--- config.mk ---
export PLATFORM = sky130hd
export DESIGN_NAME = mips_divider
export DESIGN_NICKNAME = d
export VERILOG_FILES = /design/src/rtl/mips_divider.sv
export SDC_FILE = /design/constraint.sdc
export NUM_CORES = 1
export LEC_CHECK = 0
export ABC_AREA = 1
export CAP_MARGIN = 0
export CELL_PAD_IN_SITES_DETAIL_PLACEMENT = 1
export CELL_PAD_IN_SITES_GLOBAL_PLACEMENT = 2
export CORE_MARGIN = 3
export CORE_UTILIZATION = 36
export DETAILED_ROUTE_END_ITERATION = 8
export DONT_BUFFER_PORTS = 1
export PLACE_DENSITY = 0.92
export SYNTH_ARGS = -nofsm -noshare
export SYNTH_HDL_FRONTEND = slang
export SYNTH_SLANG_ARGS = --single-unit
--- constraint.sdc ---
create_clock -name clk -period 8 [get_ports clk]
set_clock_uncertainty 0.15 [all_clocks]
set_input_delay 1.6 -clock clk [delete_from_list [all_inputs] [get_ports clk]]
set_output_delay 1.6 -clock clk [all_outputs]
set_load 0.03 [all_outputs]
--- src/rtl/mips_divider.sv ---
// Multi-cycle 32-bit restoring divider for DIV/DIVU.
// Quotient is returned on Lo and remainder on Hi, with a one-cycle validOut pulse.
// The divider works on operand magnitudes, and a final cycle applies the sign fixup.
module mips_divider #(
  parameter int WIDTH = 32
) (
  input  logic             clk,
  input  logic             reset,
  input  logic             validIn,
  input  logic             sign,
  input  logic [WIDTH-1:0] SrcA,
  input  logic [WIDTH-1:0] SrcB,
  output logic             validOut,
  output logic [WIDTH-1:0] Hi,
  output logic [WIDTH-1:0] Lo,
  output logic             busy
);

  localparam int CW = $clog2(WIDTH);
  localparam logic [CW-1:0] LAST = CW'(WIDTH - 1);

  typedef enum logic [1:0] {IDLE, DIV, FIX, DONE} state_t;

  state_t           state;
  logic [CW-1:0]    cnt;
  logic [WIDTH-1:0] rem;    // partial remainder
  logic [WIDTH-1:0] dvd;    // dividend bits shift out the top; quotient bits shift in at the bottom
  logic [WIDTH-1:0] dsr;    // divisor magnitude
  logic [WIDTH-1:0] a_cap;  // raw dividend, returned on Hi for divide-by-zero
  logic             sgn, a_neg, b_neg, dz;

  // One restoring step: bring in the next dividend bit, then try to subtract.
  // The shifted remainder is always below 2*divisor, so WIDTH+1 bits hold it.
  // In that case the top bit of the difference is exactly the borrow.
  logic [WIDTH:0]   rem_sh, trial;
  assign rem_sh = {rem, dvd[WIDTH-1]};
  assign trial  = rem_sh - {1'b0, dsr};

  // Sign fixup: quotient truncates toward zero; remainder follows the dividend.
  logic [WIDTH-1:0] q_fix, r_fix;
  assign q_fix = (sgn && (a_neg ^ b_neg)) ? (~dvd + 1'b1) : dvd;
  assign r_fix = (sgn && a_neg) ? (~rem + 1'b1) : rem;

  // Control FSM, datapath and registered outputs.
  always_ff @(posedge clk or posedge reset) begin
    if (reset) begin
      state    <= IDLE;
      cnt      <= '0;
      rem      <= '0;
      dvd      <= '0;
      dsr      <= '0;
      a_cap    <= '0;
      sgn      <= 1'b0;
      a_neg    <= 1'b0;
      b_neg    <= 1'b0;
      dz       <= 1'b0;
      validOut <= 1'b0;
      busy     <= 1'b0;
      Hi       <= '0;
      Lo       <= '0;
    end else begin
      validOut <= 1'b0;
      case (state)
        IDLE: begin
          if (validIn) begin
            sgn   <= sign;
            a_neg <= SrcA[WIDTH-1];
            b_neg <= SrcB[WIDTH-1];
            dz    <= (SrcB == '0);
            a_cap <= SrcA;
            dvd   <= (sign && SrcA[WIDTH-1]) ? (~SrcA + 1'b1) : SrcA;
            dsr   <= (sign && SrcB[WIDTH-1]) ? (~SrcB + 1'b1) : SrcB;
            rem   <= '0;
            cnt   <= '0;
            busy  <= 1'b1;
            state <= DIV;
          end
        end
        DIV: begin
          if (!validIn) begin
            busy  <= 1'b0;
            state <= IDLE;
          end else begin
            rem <= trial[WIDTH] ? rem_sh[WIDTH-1:0] : trial[WIDTH-1:0];
            dvd <= {dvd[WIDTH-2:0], ~trial[WIDTH]};
            cnt <= cnt + 1'b1;
            if (cnt == LAST) state <= FIX;
          end
        end
        FIX: begin
          busy <= 1'b0;
          if (!validIn) begin
            state <= IDLE;
          end else begin
            Lo       <= dz ? '1 : q_fix;
            Hi       <= dz ? a_cap : r_fix;
            validOut <= 1'b1;
            state    <= DONE;
          end
        end
        default: begin
          // DONE: validIn is ignored; always return to IDLE
          state <= IDLE;
        end
      endcase
    end
  end

endmodule

==> results of run 1 <==
==> Yosys cell counts (11+ instances only) <==
cell type / number / area share
inv_2: 11 / 0.0028
nand2_1: 716 / 0.19
clkbuf_1: 57 / 0.015
o21ai_0: 143 / 0.049
o221ai_1: 18 / 0.011
a21oi_1: 59 / 0.020
nand3_1: 199 / 0.069
nor2_1: 194 / 0.050
ha_1: 42 / 0.036
o22ai_1: 23 / 0.0099
xor2_1: 46 / 0.028
nand4_1: 33 / 0.014
dfrtp_1: 204 / 0.35
nor3_1: 17 / 0.0059
nand3b_1: 19 / 0.0098
a31oi_1: 15 / 0.0065
inv_1: 314 / 0.081
o211ai_1: 13 / 0.0067
==> power by group through the flow <==
stage / clock network [mW] / registers, mW / logic, mW
after floorplan: 0 / 1.97 / 2.26
after global placement: 0 / 2.13 / 2.92
after detailed placement: 0 / 2.14 / 3.03
after CTS: 1.17 / 2.13 / 3.06
after global routing: 1.21 / 2.17 / 3.49
final: 1.14 / 2.12 / 3.06
==> how the worst max path moves through the flow <==
stage,startpoint,end,cells after the start,slack [ps]
2_1_floorplan,reset,Hi[0]$_DFFE_PP0P_,1,680
3_3_place_gp,validIn,cnt[3]$_DFFE_PP0P_,8,3830
3_5_place_dp,validIn,cnt[3]$_DFFE_PP0P_,8,3700
4_1_cts,validIn,cnt[3]$_DFFE_PP0P_,8,4240
5_1_grt,validIn,cnt[3]$_DFFE_PP0P_,8,3940
6_report,validIn,cnt[3]$_DFFE_PP0P_,8,4100
==> metal layers <==
layer | GRT usage | vias to the layer above
met3 | 0.0463 | 63
li1 | - | 7013
met5 | 0 | -
met1 | 0.324 | 7038
met2 | 0.385 | 293
met4 | 0.0508 | 0
==> registers in the layout (all words and copies together) (netlist names) <==
register / flops
cnt: 5
b_neg: 1
dz: 1
Hi: 32
rem: 32
validOut: 1
a_cap: 32
dvd: 32
busy: 1
dsr: 32
sgn: 1
Lo: 32
state: 2
==> cell usage in the layout, fill, tap and decap left out, types with 8 or more instances in the layout <==
cell	instances
buf_4	14
xnor2_1	9
inv_1	313
a31oi_1	15
nor3_1	17
o21bai_1	8
a21oi_1	59
nor2_1	191
o21ai_0	143
dfrtp_1	204
nand2_1	715
inv_2	12
nand3_1	199
o22ai_1	23
o221ai_1	18
xor2_1	46
nand4_1	33
nand3b_1	19
nand2_2	8
o211ai_1	13
clkbuf_16	27
ha_1	42
clkbuf_1	11
==> tightest hold or removal path, stage by stage (launching register included) <==
cell,delay [ps]
dfrtp_1,340
nand2_1,50
nand2_1,50
==> cell families after synthesis <==
| kind of cell | Yosys count | synth area share |
|---|---|---|
| DFF | 204 | 0.352 |
| adders and majority gates | 43 | 0.0376 |
| xor gates and xnor gates | 55 | 0.0332 |
| buffers and inverters | 397 | 0.105 |
| AOI/OAI and AO/OA | 298 | 0.118 |
| and+or+nand+nor | 1214 | 0.355 |
==> per-stage QoR <==
| step | setup slack [ps] | utilization |
|---|---|---|
| after CTS | 4240 | 0.403 |
| final | 4100 | 0.403 |
| after floorplan | 683 | - |
| after global placement | 3830 | 0.383 |
| after detailed placement | 3700 | 0.383 |
| after global routing | 3940 | 0.403 |
==> layout make-up <==
cell class,instances,share of cell area
sequential,204,0.323
clock buffer,41,0.0480
clock inverter,6,0.00364
tap,518,0.0410
multi-input combinational,1610,0.500
inverter,328,0.0783
timing repair buffer,14,0.00665
==> metrics.txt, run 1 <==
outcome=completed; CORE AREA=39,200 um2; HP Start=a_cap[10]$_DFFE_PP0P_; routed wl met3=2880 um; Seq cells post-synth=204; Final HPWL DP=39,200 um; post-route cell area=15,800 um2; Highest Signal Layer=met4; full die area=42,700 um2; P_int=3.09 mW; leakage=8.30 nW; post-synthesis sequential area ratio=0.352; Fin. Hold Viols=0; period utilization=0.488; Post-Syn Area=14,500 um2; Setup violations, final=0; pin count of the biggest net entering global routing=134; kind of critical path=input port to flop; Root Driver=clkbuf_16; Slew @ Worst Pin=1370 ps; yosys warns=0; CP Capture Type=flop; final-layout fill cell count=5,133; Mean Syn Cell Area=6.56 um2; slew margin rel.=0.0873; Die Span Y=207 um; switching share of power=0.512; drt first pass iters=4; clock power share=0.181; antenna diode instance count=0; combinational share of power=0.484; postcts setup bufs=0; GPL Wtd Cong=0.898; total number of vias=14,407; slowest CP cell=nand2_1; worst-path cell chain=nand2_1 -> inv_1 -> buf_4 -> nor2_4 -> inv_1 -> nand4_1 -> o21ai_0 -> a21oi_1; share of layout cells above drive strength 1=0.0436; first-pass GRT wire length=80,800 um; sequential power share=0.335; R2R Setup Slk=4440 ps; number of flops mapped to enable cells by yosys=0; Top delay family on crit path=buffers and inverters; FF/Latch Area=5100 um2; Layout Cells excl Fill=2,721; CTS tree=done; PostCTS Resize Cnt=0; Reg-to-Reg End=cnt[3]$_DFFE_PP0P_; Most used DFF post-synth=dfrtp_1; CTS H-tree depth=1; Area growth syn-to-layout=9.01%; clock-pin slew on the worst setup and hold paths=60 ps; CP dominant cell by count=inv_1; Worst Path Required=8260 ps; DRT met1 WL=23,700 um; post-route antenna net violation count=0; Cell Pwr Density=400 nW/um2; routed wire length=50,600 um; Slew Viols, Final=0; remaining global-route overflow=0; Clock Latency Late Sink=540 ps; Hold EP=a_cap[10]$_DFFE_PP0P_; Met2 Wirelength=22,900 um; vias in the first global route=15,152; Clock Path Buffers=3; Setup TNS=0 ps; hold depth=2; Critical Path AT=4160 ps; post-DR wirelength/cell=18.6 um; sw power=3.24 mW; placed instance count=2,674; total I/O pin count=134; # rows=72; Post-Syn Nets=2,322; # hold bufs at CTS=0; Post-synth ARST share=1.00; Iteration-0 DRC Markers=648; Peak VDD IR=241 uV; CTS Buf Count=26; # port buffers=0; FMAX=256 MHz; Synth cell types=46; R2R Path Start=state[1]$_DFFE_PP0P_; fin nets=2,295; Max-Cap Viols=0; multi-input logic area=7900 um2; initial antenna violation count=0; RSZ-0062 raised after global routing=false; DP Area=15,000 um2; Sink Count=204; total power=6.33 mW; Avg Vias per Cell=5.29; DRC viols=0; reg2reg path depth=10; initial core utilization=0.370; Tmin final=3900 ps; Mapped Cells=2,211; Hold WC Path Type=flop to flop; Total GRT Usage=0.235; largest stage delay on the critical path=730 ps; die width=207 um; worst hold margin=330 ps; Max FO, Critical Path=39; CP Launch Type=input port; WP buf/inv=3
Note: power is estimated with default switching activity, not from simulation.
==> run 2: changes to the inputs <==
--- a/config.mk
+++ b/config.mk
@@ -10,10 +10,10 @@
 export CELL_PAD_IN_SITES_DETAIL_PLACEMENT = 1
 export CELL_PAD_IN_SITES_GLOBAL_PLACEMENT = 2
 export CORE_MARGIN = 3
-export CORE_UTILIZATION = 36
+export CORE_UTILIZATION = 32
 export DETAILED_ROUTE_END_ITERATION = 8
 export DONT_BUFFER_PORTS = 1
-export PLACE_DENSITY = 0.92
+export PLACE_DENSITY = 0.87
 export SYNTH_ARGS = -nofsm -noshare
 export SYNTH_HDL_FRONTEND = slang
 export SYNTH_SLANG_ARGS = --single-unit
==> constraint.sdc (replaced) <==
create_clock -name clk -period 3.5 [get_ports clk]
set_clock_uncertainty 0.15 [all_clocks]
set_input_delay 0.7 -clock clk [delete_from_list [all_inputs] [get_ports clk]]
set_output_delay 0.7 -clock clk [all_outputs]
set_load 0.03 [all_outputs]
==> run 2 against run 1 <==
Effect of this change: flip-flop and latch count did not move; critical path depth rose by 8; global-route usage fell by 1.2 points.
==> metrics.txt, run 2 (synthesis results as in run 1) <==
outcome=completed; Sink Count=204 (unchanged); slew margin rel.=0.481 (+0.393); Root Driver=clkbuf_16; R2R Setup Slk=510 ps (-3930 ps); share of layout cells above drive strength 1=0.0537 (+0.0101); postcts setup bufs=0 (unchanged); drt first pass iters=5 (+1); Final HPWL DP=42,500 um (+8.4%); reg2reg path depth=16 (+6); worst hold margin=97.4 ps (-232 ps); Clock Latency Late Sink=560 ps (+20 ps); FMAX=334 MHz; GPL Wtd Cong=0.921 (+2.6%); period utilization=0.855; total I/O pin count=134 (unchanged); RSZ-0062 raised after global routing=false; Max-Cap Viols=0 (unchanged); Hold WC Path Type=input port to flop; multi-input logic area=7900 um2 (unchanged); # port buffers=0 (unchanged); Peak VDD IR=397 uV (+65%); clock-pin slew on the worst setup and hold paths=70 ps (about the same); most common cell after layout, fill and taps aside=nand2_1; DRC viols=0 (unchanged); CP Capture Type=flop; full die area=47,900 um2 (+12%); CTS tree=done; # hold bufs at CTS=1 (+1); fin nets=2,309 (+0.61%); Avg Vias per Cell=5.18 (-2.1%); CTS H-tree depth=1 (unchanged); Fin. Hold Viols=0 (unchanged); hold depth=2 (unchanged); Slew @ Worst Pin=773 ps (-593 ps); FF/Latch Area=5100 um2 (unchanged); Cell Pwr Density=930 nW/um2 (+130%); Place WS=560 ps (-3140 ps); initial core utilization=0.326 (-0.0443); Worst Path Required=3840 ps (-4420 ps); Slew Viols, Final=0 (unchanged); CTS Buf Count=26 (unchanged); post-DR wirelength/cell=19.3 um (+3.7%); initial antenna violation count=0 (unchanged); Area growth syn-to-layout=11.2%; leakage=8.41 nW (+1.4%); post-route antenna net violation count=0 (unchanged); Iteration-0 DRC Markers=937 (+45%); total power=15.0 mW (+140%); kind of critical path=flop to flop; # rows=77 (+6.9%); PostCTS Resize Cnt=0 (unchanged); CP Launch Type=flop; commonest cells after routing, fill and taps aside=715 x nand2_1, 313 x inv_1, 204 x dfrtp_1; routed wire length=54,100 um (+7.1%); Die Span Y=219 um (+5.9%); Total GRT Usage=0.223 (-0.0125); die width=219 um (+5.9%); Clock Path Buffers=3 (unchanged); final-layout fill cell count=5,760 (+12%); Tmin final=2990 ps; Critical Path AT=3340 ps (-820 ps); pin count of the biggest net entering global routing=67 (-50%); Setup TNS=0 ps (unchanged); setup ws final=508 ps (-3590 ps); first-pass GRT wire length=84,400 um (+4.4%); total number of vias=14,565 (+1.1%); antenna diode instance count=0 (unchanged); CORE AREA=44,500 um2 (+14%); Max FO, Critical Path=15 (-62%); Setup violations, final=0 (unchanged); vias in the first global route=15,055 (-0.64%); remaining global-route overflow=0 (unchanged)
==> run 2: cell count changes in the layout (fill, tap and decap cells not counted), moves of 3 or more <==
cell | previous run | this run
bufinv_16 | 1 | 4
buf_12 | 0 | 3
buf_4 | 14 | 24
clkinv_2 | 4 | 8
clkbuf_1 | 11 | 2
clkinvlp_4 | 1 | 5
==> run 2: worst max-delay path: stages (launching register included) <==
cell and delay [ps]:
dfrtp_1 370, inv_1 90, ha_1 250, fa_1 420, inv_1 130, nand2_1 70
nand2_1 100, nand3_1 90, nand2_2 120, nand2_2 80, nand2_4 70, nand2_4 70
nand3_2 310, nand2_2 290, nand2_1 130, nand3_1 80, nand2_1 80
==> run 2: final timing paths <==
| check | start | end |
|---|---|---|
| worst max-delay path | dvd[31]$_DFFE_PP0P_ | rem[11]$_DFFE_PP0P_ |
| worst min-delay path | SrcA[25] | a_cap[25]$_DFFE_PP0P_ |
| worst max register to register | dvd[31]$_DFFE_PP0P_ | rem[11]$_DFFE_PP0P_ |
| worst min register to register | a_cap[15]$_DFFE_PP0P_ | a_cap[15]$_DFFE_PP0P_ |
| max in group asynchronous | reset | dsr[18]$_DFFE_PP0P_ |
| min in group asynchronous | reset | Hi[2]$_DFFE_PP0P_ |
==> run 2: layout make-up <==
| type | instances | area share |
|---|---|---|
| inverters | 328 | 0.0766 |
| repair buffers | 28 | 0.0155 |
| flip-flops and latches | 204 | 0.317 |
| clock buffers | 30 | 0.0425 |
| well taps | 592 | 0.0459 |
| clock inverters | 18 | 0.0133 |
| multi-input cells | 1610 | 0.490 |
==> run 2: through the flow <==
step                      utilization  instance area (um2)  instances
after floorplan                     -                14500       2211
after global placement          0.342                15200       2761
after detailed placement        0.342                15200       2761
after CTS                       0.362                16100       2810
after global routing            0.362                16100       2810
final                           0.362                16100       2810
==> run 2: power breakdown <==
| part | total (mW) | switching (mW) | internal [mW] |
|---|---|---|---|
| Sequential | 4.79 | 1.48 | 3.31 |
| Clock | 2.89 | 1.19 | 1.71 |
| Combinational | 7.32 | 5.06 | 2.27 |
| Total | 15.0 | 7.72 | 7.28 |
==> run 2: routing by layer <==
layer | share of wire | vias to the layer above | track usage
met1 | 0.46 | 7116 | 0.305
met4 | 0.017 | 0 | 0.0423
li1 | - | 7039 | -
met5 | 0 | - | 0
met3 | 0.070 | 59 | 0.0467
met2 | 0.45 | 351 | 0.365
==> run 3: changes to the inputs <==
--- a/config.mk
+++ b/config.mk
@@ -10,10 +10,9 @@
 export CELL_PAD_IN_SITES_DETAIL_PLACEMENT = 1
 export CELL_PAD_IN_SITES_GLOBAL_PLACEMENT = 2
 export CORE_MARGIN = 3
-export CORE_UTILIZATION = 32
+export CORE_UTILIZATION = 29
 export DETAILED_ROUTE_END_ITERATION = 8
-export DONT_BUFFER_PORTS = 1
-export PLACE_DENSITY = 0.87
+export PLACE_DENSITY = 0.88
 export SYNTH_ARGS = -nofsm -noshare
 export SYNTH_HDL_FRONTEND = slang
 export SYNTH_SLANG_ARGS = --single-unit
==> run 3 against run 2 <==
Effect of this change: die area rose by 10%; cell count increased by 7.7%; power rose by 4.9%; wire length shrank 0.34%; register-to-register slack improved by 80 ps; sequential share of layout area decreased by 2.8 points; worst hold slack improved by 230 ps; largest power group unchanged.
==> metrics.txt, run 3 (synthesis results as in run 1) <==
outcome=completed; Clock Latency Late Sink=560 ps (about the same); Finished Core Util=0.360 (-0.00256); slew margin rel.=0.388 (-0.0932); combinational share of power=0.547 (+0.059); Area growth syn-to-layout=21.9%; CORE AREA=49,200 um2 (+10%); largest stage delay on the critical path=400 ps (-20 ps); commonest cells after routing, fill and taps aside=715 x nand2_1, 313 x inv_1, 204 x dfrtp_1; Die Span Y=230 um (+4.9%); Slew @ Worst Pin=919 ps (+146 ps); Setup violations, final=0 (unchanged); reg2reg path depth=17 (+1); most common cell after layout, fill and taps aside=nand2_1; post-DR wirelength/cell=17.8 um (-7.5%); remaining global-route overflow=0 (unchanged); Total GRT Usage=0.203 (-0.0193); GPL Wtd Cong=0.884 (-4.0%); slowest CP cell=fa_1; CTS H-tree depth=1 (unchanged); Top delay family on crit path=simple AND/OR/NAND/NOR gates; CP Launch Type=flop; clock-pin slew on the worst setup and hold paths=60 ps (about the same); Root Driver=clkbuf_16; Worst Path Required=3790 ps (-50 ps); sw power=7.68 mW (-0.52%); Sink Count=204 (unchanged); total I/O pin count=134 (unchanged); share of layout cells above drive strength 1=0.0542 (+0.000539); Slew Viols, Final=0 (unchanged); die width=230 um (+4.9%); FMAX=343 MHz (+2.7%); worst-path cell chain=inv_1 -> ha_1 -> fa_1 -> inv_1 -> nand2_1 -> nand2_1 -> nand3_1 -> nand2_2 -> nand2_2 -> nand2_4 -> nand2_4 -> nand2_4 -> nand2_4 -> nand3_1 -> nand2_1 -> nand2_1 -> nand2_1; Highest Signal Layer=met4; DRT met1 WL=25,900 um (+4.3%); initial core utilization=0.295 (-0.0308); pin count of the biggest net entering global routing=98 (+46%); Hold WC Path Type=flop to flop; R2R Path Start=dvd[31]$_DFFE_PP0P_; Hold EP=dsr[16]$_DFFE_PP0P_; Tmin final=2910 ps (-78.7 ps); DP Area=16,700 um2 (+9.9%); total number of vias=15,061 (+3.4%); clock power share=0.191 (-0.002); hold depth=2 (unchanged); # hold bufs at CTS=0 (-1); period utilization=0.832 (-0.0225); vias in the first global route=15,947 (+5.9%); PostCTS Resize Cnt=0 (unchanged); RSZ-0062 raised after global routing=false; CP Capture Type=flop; postcts setup bufs=0 (unchanged); switching share of power=0.488 (-0.0267); total power=15.7 mW (+4.9%); fin nets=2,452 (+6.2%); first-pass GRT wire length=86,900 um (+2.9%); Cell Pwr Density=890 nW/um2 (-4.3%); full die area=52,700 um2 (+10%); # rows=81 (+5.2%); Clock Path Buffers=3 (unchanged); Reg-to-Reg End=rem[31]$_DFFE_PP0P_; sequential power share=0.262 (-0.057); DRC viols=0 (unchanged); routed wl met3=2370 um (-38%); Max-Cap Viols=0 (unchanged); routed wire length=54,000 um (-0.34%); Critical Path AT=3210 ps (-130 ps); R2R Setup Slk=590 ps (+80 ps); CP dominant cell by count=nand2_1; Setup TNS=0 ps (unchanged); Met2 Wirelength=24,300 um (-0.93%); post-route cell area=17,700 um2 (+9.7%); CTS tree=done; initial antenna violation count=1 (+1); Peak VDD IR=393 uV (-0.97%); antenna diode instance count=0 (unchanged); Max FO, Critical Path=15 (unchanged); drt first pass iters=5 (unchanged); Avg Vias per Cell=4.98 (-4.0%); Iteration-0 DRC Markers=871 (-7.0%); Final HPWL DP=43,000 um (+1.2%); # port buffers=133 (+133); leakage=9.00 nW (+6.9%); CTS Buf Count=27 (+3.8%); Fin. Hold Viols=0 (unchanged); final-layout fill cell count=6,306 (+9.5%); kind of critical path=flop to flop; HP Start=dsr[16]$_DFFE_PP0P_; post-route antenna net violation count=0 (unchanged); P_int=8.05 mW (+11%); WP buf/inv=2 (unchanged)
-- run 3: cell types whose count changed in the layout (fill, tap and decap cells not counted), sizes merged --
cell and delta:
buf +10, clkdlybuf4s50 +133, dlygate4sd3 -1, inv +1, clkinv -6, clkbuf +9
clkinvlp -2
-- run 3: how the worst max path moves through the flow --
| stage | from | endpoint | slack, ps | cells past startpoint |
|---|---|---|---|---|
| floorplan | reset | Hi[0]$_DFFE_PP0P_ | 6 | 1 |
| global placement | SrcB[0] | dsr[26]$_DFFE_PP0P_ | 430 | 12 |
| detailed placement | SrcB[0] | dsr[26]$_DFFE_PP0P_ | 310 | 12 |
| CTS | dvd[31]$_DFFE_PP0P_ | rem[31]$_DFFE_PP0P_ | 560 | 17 |
| global route | dvd[31]$_DFFE_PP0P_ | rem[31]$_DFFE_PP0P_ | 340 | 17 |
| finish | dvd[31]$_DFFE_PP0P_ | rem[31]$_DFFE_PP0P_ | 590 | 17 |
-- run 3: cell type report --
| type | count | area [um2] | share of cell area |
|---|---|---|---|
| clock buffer | 39 | 791 | 0.0447 |
| timing repair buffer | 170 | 1660 | 0.0938 |
| sequential | 204 | 5100 | 0.289 |
| tap | 664 | 831 | 0.0470 |
| multi-input combinational | 1610 | 7900 | 0.447 |
| clock inverter | 11 | 168 | 0.00948 |
| inverter | 328 | 1230 | 0.0698 |
-- run 3: worst min-delay path, delay by kind of cell, from the launching register on --
kind	cells	cell delay, ps
flip-flops	1	340
AO/OA/AOI/OAI	1	60
AND/OR/NAND/NOR	1	50
-- run 3: through the flow --
step / setup WS [ps] / std cells / hold slack, ps
CTS: 560 / 3026 / 338
global route: 342 / 3026 / 362
detailed placement: 306 / 2976 / 317
global placement: 431 / 2976 / 318
finish: 587 / 3026 / 332
floorplan: 5.72 / 2211 / 294
-- run 3: per-layer routing --
layer  up-vias  GRT usage
met5         -          0
li1       7331          -
met2       298      0.334
met3        69     0.0279
met4         0     0.0504
met1      7363      0.283
-- run 3: power groups by stage --
stage	clock network, mW	logic [mW]	registers (mW)
floorplan	0	5.17	4.51
global placement	0	8.35	4.13
detailed placement	0	8.58	4.16
CTS	3.07	8.64	4.14
global route	3.16	9.66	4.25
finish	3.00	8.61	4.13
